### config.mk
export PLATFORM = sky130hd
export DESIGN_NAME = aes_byte_scheduler_flat
export DESIGN_NICKNAME = d
export VERILOG_FILES = /design/src/rtl/aes_sched_pkg.sv /design/src/rtl/aes_byte_scheduler_if.sv /design/src/rtl/tag_delay_line.sv /design/src/rtl/aes_byte_scheduler.sv /design/src/flat_wrapper.sv
export SDC_FILE = /design/constraint.sdc
export NUM_CORES = 1
export LEC_CHECK = 0
export ABC_AREA = 1
export CAP_MARGIN = 15
export CORE_AREA = 3 3 94 141
export CTS_CLUSTER_SIZE = 30
export DETAILED_ROUTE_END_ITERATION = 6
export DIE_AREA = 0 0 97 144
export HOLD_SLACK_MARGIN = 0.1
export PLACE_DENSITY = 0.77
export SLEW_MARGIN = 10
export SYNTH_ARGS = -nofsm -noshare
export SYNTH_HDL_FRONTEND = slang
export SYNTH_SLANG_ARGS = --single-unit
### constraint.sdc
create_clock -name clock -period 1.95 [get_ports clock]
set_input_delay 0.39 -clock clock [delete_from_list [all_inputs] [get_ports clock]]
set_output_delay 0.39 -clock clock [all_outputs]
set_load 0.01 [all_outputs]
### src/rtl/aes_sched_pkg.sv
// Shared types and constants for the AES byte scheduler: FSM state encoding,
// block geometry, counter width and the {valid,last} tag carried alongside issued bytes.
package aes_sched_pkg;

  localparam int BLOCK_BYTES = 16;
  localparam int CNT_W       = 4;

  typedef enum logic [1:0] {
    ST_IDLE  = 2'd0,
    ST_FILL  = 2'd1,
    ST_ISSUE = 2'd2
  } sched_state_e;

  typedef logic [CNT_W-1:0] byte_idx_t;

  typedef struct packed {
    logic valid;
    logic last;
  } tag_t;

  localparam byte_idx_t LAST_IDX = byte_idx_t'(BLOCK_BYTES - 1);

  // True when idx addresses the final byte of a block.
  function automatic logic is_last_idx(input byte_idx_t idx);
    return idx == LAST_IDX;
  endfunction

endpackage

### src/rtl/aes_byte_scheduler_if.sv
// Byte-stream bus of the AES byte scheduler: input stream, datapath side and processed output.
// The slave modport is the scheduler; the master modport is the surrounding system.
interface aes_byte_scheduler_if;

  logic       in_valid;
  logic [7:0] in_byte;
  logic       in_flush;
  logic       in_ready;

  logic       dp_sync;
  logic       dp_valid;
  logic [7:0] dp_byte;
  logic [7:0] dp_result;

  logic       out_valid;
  logic [7:0] out_byte;
  logic       out_last;

  modport slave (
    input  in_valid, in_byte, in_flush, dp_result,
    output in_ready, dp_sync, dp_valid, dp_byte, out_valid, out_byte, out_last
  );

  modport master (
    output in_valid, in_byte, in_flush, dp_result,
    input  in_ready, dp_sync, dp_valid, dp_byte, out_valid, out_byte, out_last
  );

endinterface

### src/rtl/tag_delay_line.sv
// Fixed-depth shift register that carries per-byte {valid,last} tags in step with
// the external datapath latency; cleared by the asynchronous active-low reset.
module tag_delay_line #(
  parameter int DEPTH = 12,
  parameter int WIDTH = 2
) (
  input  logic             clock,
  input  logic             reset_n,
  input  logic [WIDTH-1:0] tag_in,
  output logic [WIDTH-1:0] tag_out
);

  logic [WIDTH-1:0] stage_reg [DEPTH];

  always_ff @(posedge clock or negedge reset_n) begin
    if (!reset_n) begin
      for (int i = 0; i < DEPTH; i++) begin
        stage_reg[i] <= '0;
      end
    end else begin
      stage_reg[0] <= tag_in;
      for (int i = 1; i < DEPTH; i++) begin
        stage_reg[i] <= stage_reg[i-1];
      end
    end
  end

  assign tag_out = stage_reg[DEPTH-1];

endmodule

### src/rtl/aes_byte_scheduler.sv
// Collects 16-byte AES state blocks and issues each one contiguously to a fixed-latency
// byte-serial datapath. Optional macro SCHED_STATS_EN adds a 16-bit completed-block counter.
module aes_byte_scheduler #(
  parameter int LATENCY     = 12,
  parameter int BLOCK_BYTES = aes_sched_pkg::BLOCK_BYTES
) (
  input  logic                clock,
  input  logic                reset_n,
  aes_byte_scheduler_if.slave bus
`ifdef SCHED_STATS_EN
  ,
  output logic [15:0]         blk_count
`endif
);

  import aes_sched_pkg::*;

  sched_state_e state_reg, state_next;
  byte_idx_t    fill_cnt_reg, fill_cnt_next;
  byte_idx_t    issue_cnt_reg, issue_cnt_next;
  logic         accept;
  tag_t         tag_in;
  tag_t         tag_out;

  logic [7:0]   blk_buf [BLOCK_BYTES];

  logic         out_valid_reg;
  logic         out_last_reg;
  logic [7:0]   out_byte_reg;

  always_ff @(posedge clock or negedge reset_n) begin
    if (!reset_n) begin
      state_reg     <= ST_IDLE;
      fill_cnt_reg  <= '0;
      issue_cnt_reg <= '0;
    end else begin
      state_reg     <= state_next;
      fill_cnt_reg  <= fill_cnt_next;
      issue_cnt_reg <= issue_cnt_next;
    end
  end

  // Flush only has meaning while filling, and it takes priority over a coincident byte.
  always_comb begin
    state_next     = state_reg;
    fill_cnt_next  = fill_cnt_reg;
    issue_cnt_next = issue_cnt_reg;
    accept         = 1'b0;
    tag_in         = '0;
    bus.in_ready   = 1'b0;
    bus.dp_valid   = 1'b0;
    bus.dp_sync    = 1'b0;
    bus.dp_byte    = 8'h00;

    unique case (state_reg)
      ST_IDLE: begin
        state_next = ST_FILL;
      end

      ST_FILL: begin
        bus.in_ready = 1'b1;
        if (bus.in_flush) begin
          fill_cnt_next = '0;
        end else if (bus.in_valid) begin
          accept = 1'b1;
          if (is_last_idx(fill_cnt_reg)) begin
            fill_cnt_next = '0;
            state_next    = ST_ISSUE;
          end else begin
            fill_cnt_next = fill_cnt_reg + 1'b1;
          end
        end
      end

      ST_ISSUE: begin
        bus.dp_valid = 1'b1;
        bus.dp_sync  = (issue_cnt_reg == '0);
        bus.dp_byte  = blk_buf[issue_cnt_reg];
        tag_in.valid = 1'b1;
        tag_in.last  = is_last_idx(issue_cnt_reg);
        if (is_last_idx(issue_cnt_reg)) begin
          issue_cnt_next = '0;
          state_next     = ST_FILL;
        end else begin
          issue_cnt_next = issue_cnt_reg + 1'b1;
        end
      end

      default: begin
        state_next = ST_IDLE;
      end
    endcase
  end

  // Block buffer holds no reset value; fill_cnt alone decides what is meaningful.
  always_ff @(posedge clock) begin
    if (accept) begin
      blk_buf[fill_cnt_reg] <= bus.in_byte;
    end
  end

  tag_delay_line #(
    .DEPTH (LATENCY),
    .WIDTH (2)
  ) u_tag_delay (
    .clock   (clock),
    .reset_n (reset_n),
    .tag_in  (tag_in),
    .tag_out (tag_out)
  );

  // The tag reaches the pipe output in the same cycle the datapath presents its result.
  always_ff @(posedge clock or negedge reset_n) begin
    if (!reset_n) begin
      out_valid_reg <= 1'b0;
      out_last_reg  <= 1'b0;
      out_byte_reg  <= 8'h00;
    end else begin
      out_valid_reg <= tag_out.valid;
      out_last_reg  <= tag_out.valid & tag_out.last;
      out_byte_reg  <= tag_out.valid ? bus.dp_result : 8'h00;
    end
  end

  assign bus.out_valid = out_valid_reg;
  assign bus.out_last  = out_last_reg;
  assign bus.out_byte  = out_byte_reg;

`ifdef SCHED_STATS_EN
  logic [15:0] blk_count_reg;

  always_ff @(posedge clock or negedge reset_n) begin
    if (!reset_n) begin
      blk_count_reg <= 16'd0;
    end else if (out_last_reg) begin
      blk_count_reg <= blk_count_reg + 16'd1;
    end
  end

  assign blk_count = blk_count_reg;
`endif

endmodule

### src/flat_wrapper.sv
// flat-port wrapper written by rule: the top's interface ports become plain ports
module aes_byte_scheduler_flat import aes_sched_pkg::*;
#(
  parameter int LATENCY     = 12,
  parameter int BLOCK_BYTES = aes_sched_pkg::BLOCK_BYTES
)
  (clock, reset_n, bus_in_valid, bus_in_byte, bus_in_flush, bus_dp_result, bus_in_ready, bus_dp_sync, bus_dp_valid, bus_dp_byte, bus_out_valid, bus_out_byte, bus_out_last);
  aes_byte_scheduler_if bus_i ();
  input  logic clock;
  input  logic reset_n;
  input wire logic [$bits(bus_i.in_valid)-1:0] bus_in_valid;
  input wire logic [$bits(bus_i.in_byte)-1:0] bus_in_byte;
  input wire logic [$bits(bus_i.in_flush)-1:0] bus_in_flush;
  input wire logic [$bits(bus_i.dp_result)-1:0] bus_dp_result;
  output wire logic [$bits(bus_i.in_ready)-1:0] bus_in_ready;
  output wire logic [$bits(bus_i.dp_sync)-1:0] bus_dp_sync;
  output wire logic [$bits(bus_i.dp_valid)-1:0] bus_dp_valid;
  output wire logic [$bits(bus_i.dp_byte)-1:0] bus_dp_byte;
  output wire logic [$bits(bus_i.out_valid)-1:0] bus_out_valid;
  output wire logic [$bits(bus_i.out_byte)-1:0] bus_out_byte;
  output wire logic [$bits(bus_i.out_last)-1:0] bus_out_last;
  assign bus_i.in_valid = bus_in_valid;
  assign bus_i.in_byte = bus_in_byte;
  assign bus_i.in_flush = bus_in_flush;
  assign bus_i.dp_result = bus_dp_result;
  assign bus_in_ready = bus_i.in_ready;
  assign bus_dp_sync = bus_i.dp_sync;
  assign bus_dp_valid = bus_i.dp_valid;
  assign bus_dp_byte = bus_i.dp_byte;
  assign bus_out_valid = bus_i.out_valid;
  assign bus_out_byte = bus_i.out_byte;
  assign bus_out_last = bus_i.out_last;
  aes_byte_scheduler #(.LATENCY(LATENCY), .BLOCK_BYTES(BLOCK_BYTES)) u_core (.clock(clock), .reset_n(reset_n), .bus(bus_i));
endmodule
### Word level (Yosys, flattened, before mapping)

Memories as Yosys holds them, arrays and structs flattened.
Index checks and enable logic that the tools add are counted.

| word-level totals | value |
|---|---|
| register bits | 44 |
| RAM bits | 128 |
| input port bits | 20 |
| output and inout port bits | 21 |
| logic and storage cells | 55 |
| memories | 1 |

Memory list:

| memory | depth | bits a word | read ports | clocked after memory_dff | write ports | RTL line | RTL |
|---|---|---|---|---|---|---|---|
| u_core.blk_buf | 16 | 8 | 1 | 0 | 1 | aes_byte_scheduler.sv:25 | `logic [7:0] blk_buf [BLOCK_BYTES];` |

| operators by class | value |
|---|---|
| add/subtract/negate cells | 2 |
| equality and inequality tests | 8 |
| mux-type cells | 20 |
| bitwise gates (word level) | 1 |
| reductions and logical operators | 5 |

Operators with widths:

| cell | number |
|---|---|
| $mux W4 | 4 |
| $mux W8 | 2 |
| $mux W2 | 5 |
| $add A4 B1 Y4 const B | 2 |
| $eq A4 B4 Y1 const B | 2 |
| $mux W1 | 8 |
| $pmux W2 S3 | 1 |
| $logic_not A4 Y1 | 1 |
| $ne A2 B1 Y1 const B | 2 |
| $ne A2 B2 Y1 const B | 2 |
| $reduce_and A4 Y1 | 1 |
| $eq A2 B1 Y1 const B | 1 |
| $eq A2 B2 Y1 const B | 1 |
| $logic_not A2 Y1 | 1 |
| $reduce_and A2 Y1 | 1 |
| $reduce_bool A2 Y1 | 1 |
| $and A1 B1 Y1 | 1 |

### Logic depth before layout (Yosys ltp)

Gate-level depths: netlist of the first run.

| logic depth | value |
|---|---|
| depth in word-level cells | 5 |
| depth in mapped cells | 9 |
| gate-level depth less buffers | 8 |

### By module

Synthesis of the first run repeated with hierarchy kept, for this count alone.

| second synthesis, totals | value |
|---|---|
| cell total of the unflattened synthesis | 647 |
| area total of the unflattened synthesis | 7,013.0 µm² |

By module, submodules not included:

| module | times used | cells an instance | area an instance (µm²) | seq. area each (µm²) |
|---|---|---|---|---|
| aes_byte_scheduler | 1 | 621 | 6,397.4 | 4,344.2 |
| tag_delay_line | 1 | 26 | 615.6 | 600.6 |

### Worst setup path before layout of the first run

Ideal clock, no wire load.

| timing path | value |
|---|---|
| path type | reg-to-reg |
| start | register u_core.state_reg[1] |
| end | memory u_core.blk_buf[0][0] (enable) |
| library setup time | 0.370 ns |
| arrival time | 1.257 ns |
| required time | 1.580 ns |
| path slack | 0.323 ns |
| cell stages (with the launch flop) | 6 |
| buffers on the path | 0 |
| clock period less this slack | 1.627 ns |
| cell sequence | dfrtp_1 inv_1 nand2_1 nor3_4 nand2_1 nor2_1 |

| between the ends | value |
|---|---|
| cells in the longest elaborated chain, start to end | 4 |

Ends and longest elaborated chain:

| what | RTL line | RTL |
|---|---|---|
| start: declaration | aes_byte_scheduler.sv:18 | `sched_state_e state_reg, state_next;` |
| start signal: assignment | aes_byte_scheduler.sv:37 | `state_reg <= state_next;` |
| $eq A2 B1 Y1 | aes_byte_scheduler.sv:55 | `unique case (state_reg)` |
| $mux W1 | aes_byte_scheduler.sv:55 |  |
| $mux W1 | aes_byte_scheduler.sv:97 | `if (accept) begin` |
| $mux W1 (implied by the code) | aes_byte_scheduler.sv:98 | `blk_buf[fill_cnt_reg] <= bus.in_byte;` |
| end: declaration | aes_byte_scheduler.sv:25 |  |

No other way between the ends.

### Worst setup path in the final report of the first run

| timing path | value |
|---|---|
| start | register u_core.issue_cnt_reg[0] |
| end | output bus_dp_byte[0] |

| between the ends | value |
|---|---|
| cells in the longest elaborated chain, start to end | 2 |

Ends and longest elaborated chain:

| what | RTL line | RTL |
|---|---|---|
| start: declaration | aes_byte_scheduler.sv:20 | `byte_idx_t issue_cnt_reg, issue_cnt_next;` |
| start signal: assignment | aes_byte_scheduler.sv:39 | `issue_cnt_reg <= issue_cnt_next;` |
| $mem_v2 Z16 W8 | - |  |
| $mux W8 | aes_byte_scheduler.sv:55 |  |
| end: declaration | flat_wrapper.sv:18 | `output wire logic [$bits(bus_i.dp_byte)-1:0] bus_dp_byte;` |

No other way between the ends.

==> impl_metrics.yaml, run 1 <==
run_status:
  violations: "DRC, setup timing"
  status: "finished, violations left"
global_route:
  grt_pass1_wl_um: 26600
  antenna_found_initial: 0
  grt_max_degree: 25
  grt_pass1_vias: 5066
  grt_remaining_overflow: 0
  track_usage_pct: 25.2
logic_synthesis:
  syn_inst: 672
  yosysSeqAreaShare_pct: 69.2
  yosys_register_bits: 172
  yosysWarnings: 0
  synth_area_leaders: "edfxtp_1 54%, dfrtp_1 15%, nand2_1 12%"
  syn-num-nets: 698
  syn_avg_cell_area_um2: 10.6
  yosysTopAreaCellShare_pct: 53.8
  syn_area_um2: 7140
  synth_cell_types: 24
  synth_area_leader_cell: "edfxtp_1"
setup_path:
  cp_slowest_stage_delay_ns: 0.48
  ff2ff_setup_slack_ns: 0.22
  worstSetupEndpointType: "primary output"
  reg2regPathDepth: 6
  cp_num_cells: 10
  crit_path_cell_trace: "buf_6, buf_12, nand2_2, nand3_2, nand2_2, nand2_2, nand2_2, inv_2, a21oi_2, buf_2"
  crit_path_max_fanout: 8
  critPathKind: "flip-flop to primary output"
  crit_arrival_ns: 1.98
  r2r_end: "u_core.blk_buf[9][1]$_DFFE_PP_"
  slowest_stage: "dfrtp_2"
  r2r_start: "u_core.state_reg[1]$_DFFE_PN0P_"
  cp.required_ns: 1.56
  cp_common_cell: "nand2_2"
  timing.critical_path.buf_inv: 4
  crit_path_start_kind: "flip-flop"
  crit_family: "buffers and inverters"
detailed_routing:
  routed_wl_um: 18400
  first_iter_violations: 637
  postRouteAntennaNets: 0
  vias_per_cell: 5.59
  drc: 1
  routedWlPerCell_um: 19.6
  dr.pass1.iters: 7
  via_count: 5236
power_and_ir_drop:
  p_leak_nw: 4.12
  power_density_nw_per_um2: 826
  power.switching_mw: 1.53
  peakVddDrop_mv: 0.615
  comb_power_share_pct: 2.6
  seq_power_share_pct: 53.2
  p_sw_share_pct: 20.5
  power.internal_mw: 5.94
  finalPower_mw: 7.47
  pwr-share-clk_pct: 44.2
sta:
  max_freq_ghz: 0.421
  hold_viol_final: 0
  rsz0062_at_grt: "yes"
  skew_ns: 0.0108
  setup_slack_ns: -0.423
  setup_tns_ns: -3.46
  tightest_slew_ns: 0.733
  fin_crit_sh_pct: 122
  post-route-min-period_ns: 2.37
  final-setup-viol-count: 9
  drv_slew: 0
  relSlewSlack_pct: 51.0
hold_path:
  hp-start: "u_core.u_tag_delay.stage_reg[6]$_DFF_PN0_"
  hold_path.class: "flip-flop to flip-flop"
  whs_path_depth: 0
  min_to: "u_core.u_tag_delay.stage_reg[4]$_DFF_PN0_"
final_layout:
  finalInstanceArea_um2: 9040
  antennaDiodeCount: 0
  syn_to_final_growth_pct: 26.6
  layout.area.seq_um2: 4950
  fillers: 663
  nets: 796
  largest_reg_flops: 128
  final_cell_mix: "204 x nand2_1, 128 x edfxtp_1, 101 x inv_1"
  drive_above_1_share_pct: 23.9
  multi_input_area_um2: 1820
  final_common_cell: "nand2_1"
clock_tree:
  clock_latency_ns: 0.43
  cts_root_buffer: "clkbuf_16"
  clk_pin_slew_worst_paths_ns: 0.07
  cts_buffers: 17
  cts_buffer_depth: 2
  cts.sinks: 172
  htreeDepth: 4
  cts_tree: "yes"
die:
  die_h_um: 144
  core_area_um2: 12100
  fp.dieW_um: 97
  die_area_um2: 14000
  ios: 41
  start_util_pct: 59.1
  rows: 49
placed_design:
  portBuffers: 40
  dp_hpwl_um: 10300
  dpl_cell_area_um2: 7980
  place_ws_ns: -0.362
  place.gp.congestion: 0.876
flow_run:
  cap_violations: 0
[power groups by stage]
stage / Combinational (mW) / Clock (mW) / Sequential (mW)
after CTS: 0.194 / 3.30 / 3.97
after floorplan: 0.0451 / 0 / 4.05
after global routing: 0.214 / 3.48 / 3.97
after detailed placement: 0.188 / 0 / 4.05
final: 0.196 / 3.30 / 3.97
after global placement: 0.177 / 0 / 4.05
[how the worst max path moves through the flow]
stage	start	to	slack, ns
2_1_floorplan	u_core.state_reg[1]$_DFFE_PN0P_	u_core.blk_buf[0][0]$_DFFE_PP_	0.32
3_3_place_gp	u_core.issue_cnt_reg[0]$_DFFE_PN0N_	bus_dp_byte[6]	-0.26
3_5_place_dp	u_core.issue_cnt_reg[0]$_DFFE_PN0N_	bus_dp_byte[6]	-0.36
4_1_cts	u_core.issue_cnt_reg[0]$_DFFE_PN0N_	bus_dp_byte[0]	-0.34
5_1_grt	u_core.issue_cnt_reg[0]$_DFFE_PN0N_	bus_dp_byte[0]	-0.50
6_report	u_core.issue_cnt_reg[0]$_DFFE_PN0N_	bus_dp_byte[0]	-0.42
[cells in the mapped netlist]
| cell type | number |
|---|---|
| nand2_2 | 7 |
| nand3_1 | 69 |
| clkinv_1 | 1 |
| clkinv_2 | 1 |
| clkbuf_1 | 3 |
| dfrtp_1 | 44 |
| xnor2_1 | 1 |
| buf_2 | 8 |
| nand2_1 | 236 |
| buf_4 | 3 |
| edfxtp_1 | 128 |
| nor2_1 | 21 |
| ha_1 | 6 |
| buf_6 | 11 |
| o22ai_1 | 3 |
| nor3_1 | 1 |
| xor2_1 | 2 |
| o21ai_0 | 4 |
| inv_2 | 2 |
| nor3_4 | 1 |
| o21ai_1 | 1 |
| a21oi_1 | 10 |
| nor2_2 | 1 |
| inv_1 | 108 |
[stage by stage]
stage | std cells | hold WS [ns] | util, %
6_report | 936 | 0.349 | 74.9
5_1_grt | 936 | 0.358 | 74.9
4_1_cts | 934 | 0.350 | 73.4
3_5_place_dp | 891 | 0.336 | 66.0
3_3_place_gp | 891 | 0.332 | 66.0
2_1_floorplan | 672 | 0.0944 | -
[routing by layer]
layer / global-route usage [%] / wire (um)
met5: 0 / 0
met4: 12.9 / 950
met3: 5.36 / 1350
met2: 44.4 / 9630
met1: 29.4 / 6420
[layout make-up]
cell class / count / share of cell area (%)
flip-flops and latches: 172 / 54.7
multi-input cells: 363 / 20.1
repair buffers: 104 / 11.9
clock buffers: 20 / 5.29
inverters: 112 / 4.75
well taps: 153 / 2.12
clock inverters: 12 / 1.18
[repair_timing]
| item | 4_1_cts | 5_1_grt |
|---|---|---|
| gates cloned | 6 | 2 |
| pin swaps | 22 | 29 |
| setup buffers | 5 | 3 |
| setup endpoints to repair | 11 | 10 |
| hold buffers | 1 | 0 |
| resized for setup | 86 | 53 |
| endpoints found under the hold margin | 20 | 0 |
[cell families after synthesis]
group                      count (synthesis)  synth area share (%)
and+or+nand+nor                          336                  19.3
DFF                                      172                  69.2
buffers and inverters                    137                  8.67
AOI/OAI and AO/OA                         18                  1.31
adders and majority gates                  6                  1.05
xor gates and xnor gates                   3                 0.368
Note: power is estimated with default switching activity, not from simulation.
==> inputs of run 2 (changes only) <==
--- a/config.mk
+++ b/config.mk
@@ -13,6 +13,7 @@
 export DIE_AREA = 0 0 97 144
 export HOLD_SLACK_MARGIN = 0.1
 export PLACE_DENSITY = 0.77
+export SKIP_LAST_GASP = 1
 export SLEW_MARGIN = 10
 export SYNTH_ARGS = -nofsm -noshare
 export SYNTH_HDL_FRONTEND = slang
==> impl_metrics.yaml, run 2 (synthesized netlist as in run 1, its figures left out) <==
sta:
  final-setup-viol-count: 9
  max_freq_ghz: 0.422
  skew_ns: 0.00635
  hold_viol_final: 0
  tightest_slew_ns: 0.749
  fin_crit_sh_pct: 122
  drv_slew: 0
  setup_slack_ns: -0.421
  post-route-min-period_ns: 2.37
  rsz0062_at_grt: "yes"
  setup_tns_ns: -3.37
  relSlewSlack_pct: 49.9
setup_path:
  critPathKind: "flip-flop to primary output"
  r2r_start: "u_core.state_reg[1]$_DFFE_PN0P_"
  cp.required_ns: 1.56
  crit_arrival_ns: 1.98
  startpoint: "u_core.issue_cnt_reg[0]$_DFFE_PN0N_"
  cp_common_cell: "nand2_2"
  slowest_stage: "dfrtp_2"
  worstSetupEndpointType: "primary output"
  crit_path_start_kind: "flip-flop"
  crit_path_max_fanout: 5
  cp_slowest_stage_delay_ns: 0.48
  crit_path_cell_trace: "buf_8, buf_16, nand2_1, nand3_2, nand2_2, nand2_2, nand2_2, inv_1, a21oi_2, buf_2"
die:
  fp.dieW_um: 97
  start_util_pct: 59.1
  rows: 49
  core_area_um2: 12100
  ios: 41
  die_area_um2: 14000
  die_h_um: 144
detailed_routing:
  drc: 4
  routedWlPerCell_um: 19.1
  vias_per_cell: 5.57
  routed_wl_um: 17800
  dr.pass1.iters: 7
  first_iter_violations: 677
  via_count: 5218
  postRouteAntennaNets: 0
global_route:
  grt_pass1_vias: 5077
  grt_pass1_wl_um: 26600
  track_usage_pct: 25.2
  grt_remaining_overflow: 0
  grt_max_degree: 25
  antenna_found_initial: 0
final_layout:
  drive_above_1_share_pct: 23.4
  multi_input_area_um2: 1810
  final_cell_mix: "208 x nand2_1, 128 x edfxtp_1, 101 x inv_1"
  nets: 796
  layout.area.seq_um2: 4950
  final_common_cell: "nand2_1"
  fillers: 665
  syn_to_final_growth_pct: 26.4
  antennaDiodeCount: 0
  largest_reg_flops: 128
  finalInstanceArea_um2: 9030
clock_tree:
  clock_latency_ns: 0.42
  cts_root_buffer: "clkbuf_16"
  cts_buffers: 17
  cts.sinks: 172
  clk_pin_slew_worst_paths_ns: 0.06
  htreeDepth: 4
  cts_tree: "yes"
  cts_buffer_depth: 2
power_and_ir_drop:
  comb_power_share_pct: 2.6
  p_leak_nw: 4.12
  peakVddDrop_mv: 0.714
  power.internal_mw: 5.94
  power.switching_mw: 1.50
  power_density_nw_per_um2: 824
  p_sw_share_pct: 20.1
  seq_power_share_pct: 53.4
  pwr-share-clk_pct: 44.0
placed_design:
  portBuffers: 40
  dpl_cell_area_um2: 7980
  place.gp.congestion: 0.876
  place_ws_ns: -0.362
  dp_hpwl_um: 10300
hold_path:
  hp-start: "u_core.u_tag_delay.stage_reg[6]$_DFF_PN0_"
  hold_path.class: "flip-flop to flip-flop"
run_status:
  status: "finished, violations left"
  violations: "DRC, setup timing"
flow_run:
  cap_violations: 0
## run 2: repair_timing
| action | CTS | global route |
|---|---|---|
| endpoints found under the setup margin | 11 | 10 |
| endpoints found under the hold margin | 20 | 0 |
| gates resized for setup | 83 | 51 |
| buffers inserted | 5 | 3 |
| hold buffers | 1 | 0 |
| pin swaps | 21 | 30 |
| cloned | 6 | 2 |
## run 2: final timing paths
check | cells after the start | slack [ns] | endpoint
setup / recovery | 10 | -0.42 | bus_dp_byte[7]
hold / removal | 0 | 0.35 | u_core.u_tag_delay.stage_reg[4]$_DFF_PN0_
setup reg to reg | 6 | 0.21 | u_core.blk_buf[9][1]$_DFFE_PP_
hold reg to reg | 0 | 0.35 | u_core.u_tag_delay.stage_reg[4]$_DFF_PN0_
max in group asynchronous | 3 | 0.92 | u_core.u_tag_delay.stage_reg[12]$_DFF_PN0_
min in group asynchronous | 2 | 0.50 | u_core.bus.out_byte[3]$_DFF_PN0_
## run 2: per-layer routing
metal,wire length [um],vias to the layer above,track usage [%]
met5,0,-,0
met4,965,0,13.2
met3,1570,77,5.26
met2,9110,350,44.3
met1,6190,2471,29.5
li1,-,2320,-
## run 2: cell type report
| cell class | count | share of cell area (%) |
|---|---|---|
| clock inverters | 12 | 1.18 |
| clock buffers | 20 | 5.29 |
| multi-input cells | 363 | 20.0 |
| well taps | 153 | 2.12 |
| repair buffers | 104 | 11.8 |
| flip-flops and latches | 172 | 54.8 |
| inverters | 112 | 4.75 |
## run 2: power groups by stage
stage | logic, mW | registers (mW) | clock network (mW)
detailed placement | 0.188 | 4.05 | 0
global placement | 0.177 | 4.05 | 0
floorplan | 0.0451 | 4.05 | 0
global route | 0.213 | 3.97 | 3.45
finish | 0.195 | 3.97 | 3.27
CTS | 0.194 | 3.97 | 3.30
## run 2: per-stage QoR
stage	power [mW]	hold WS [ns]	utilization (%)	std cells
after floorplan	4.09	0.0944	-	672
after global placement	4.22	0.332	66.0	891
after detailed placement	4.23	0.336	66.0	891
after CTS	7.46	0.350	73.4	934
after global routing	7.63	0.355	74.7	936
final	7.43	0.349	74.7	936
## run 2: worst max-delay path, delay by kind of cell, from the launching register on
kind                   cells  cell delay (ns)
DFF                        1             0.48
buffers and inverters      4             0.51
and+or+nand+nor            5             0.46
AOI/OAI and AO/OA          1             0.12
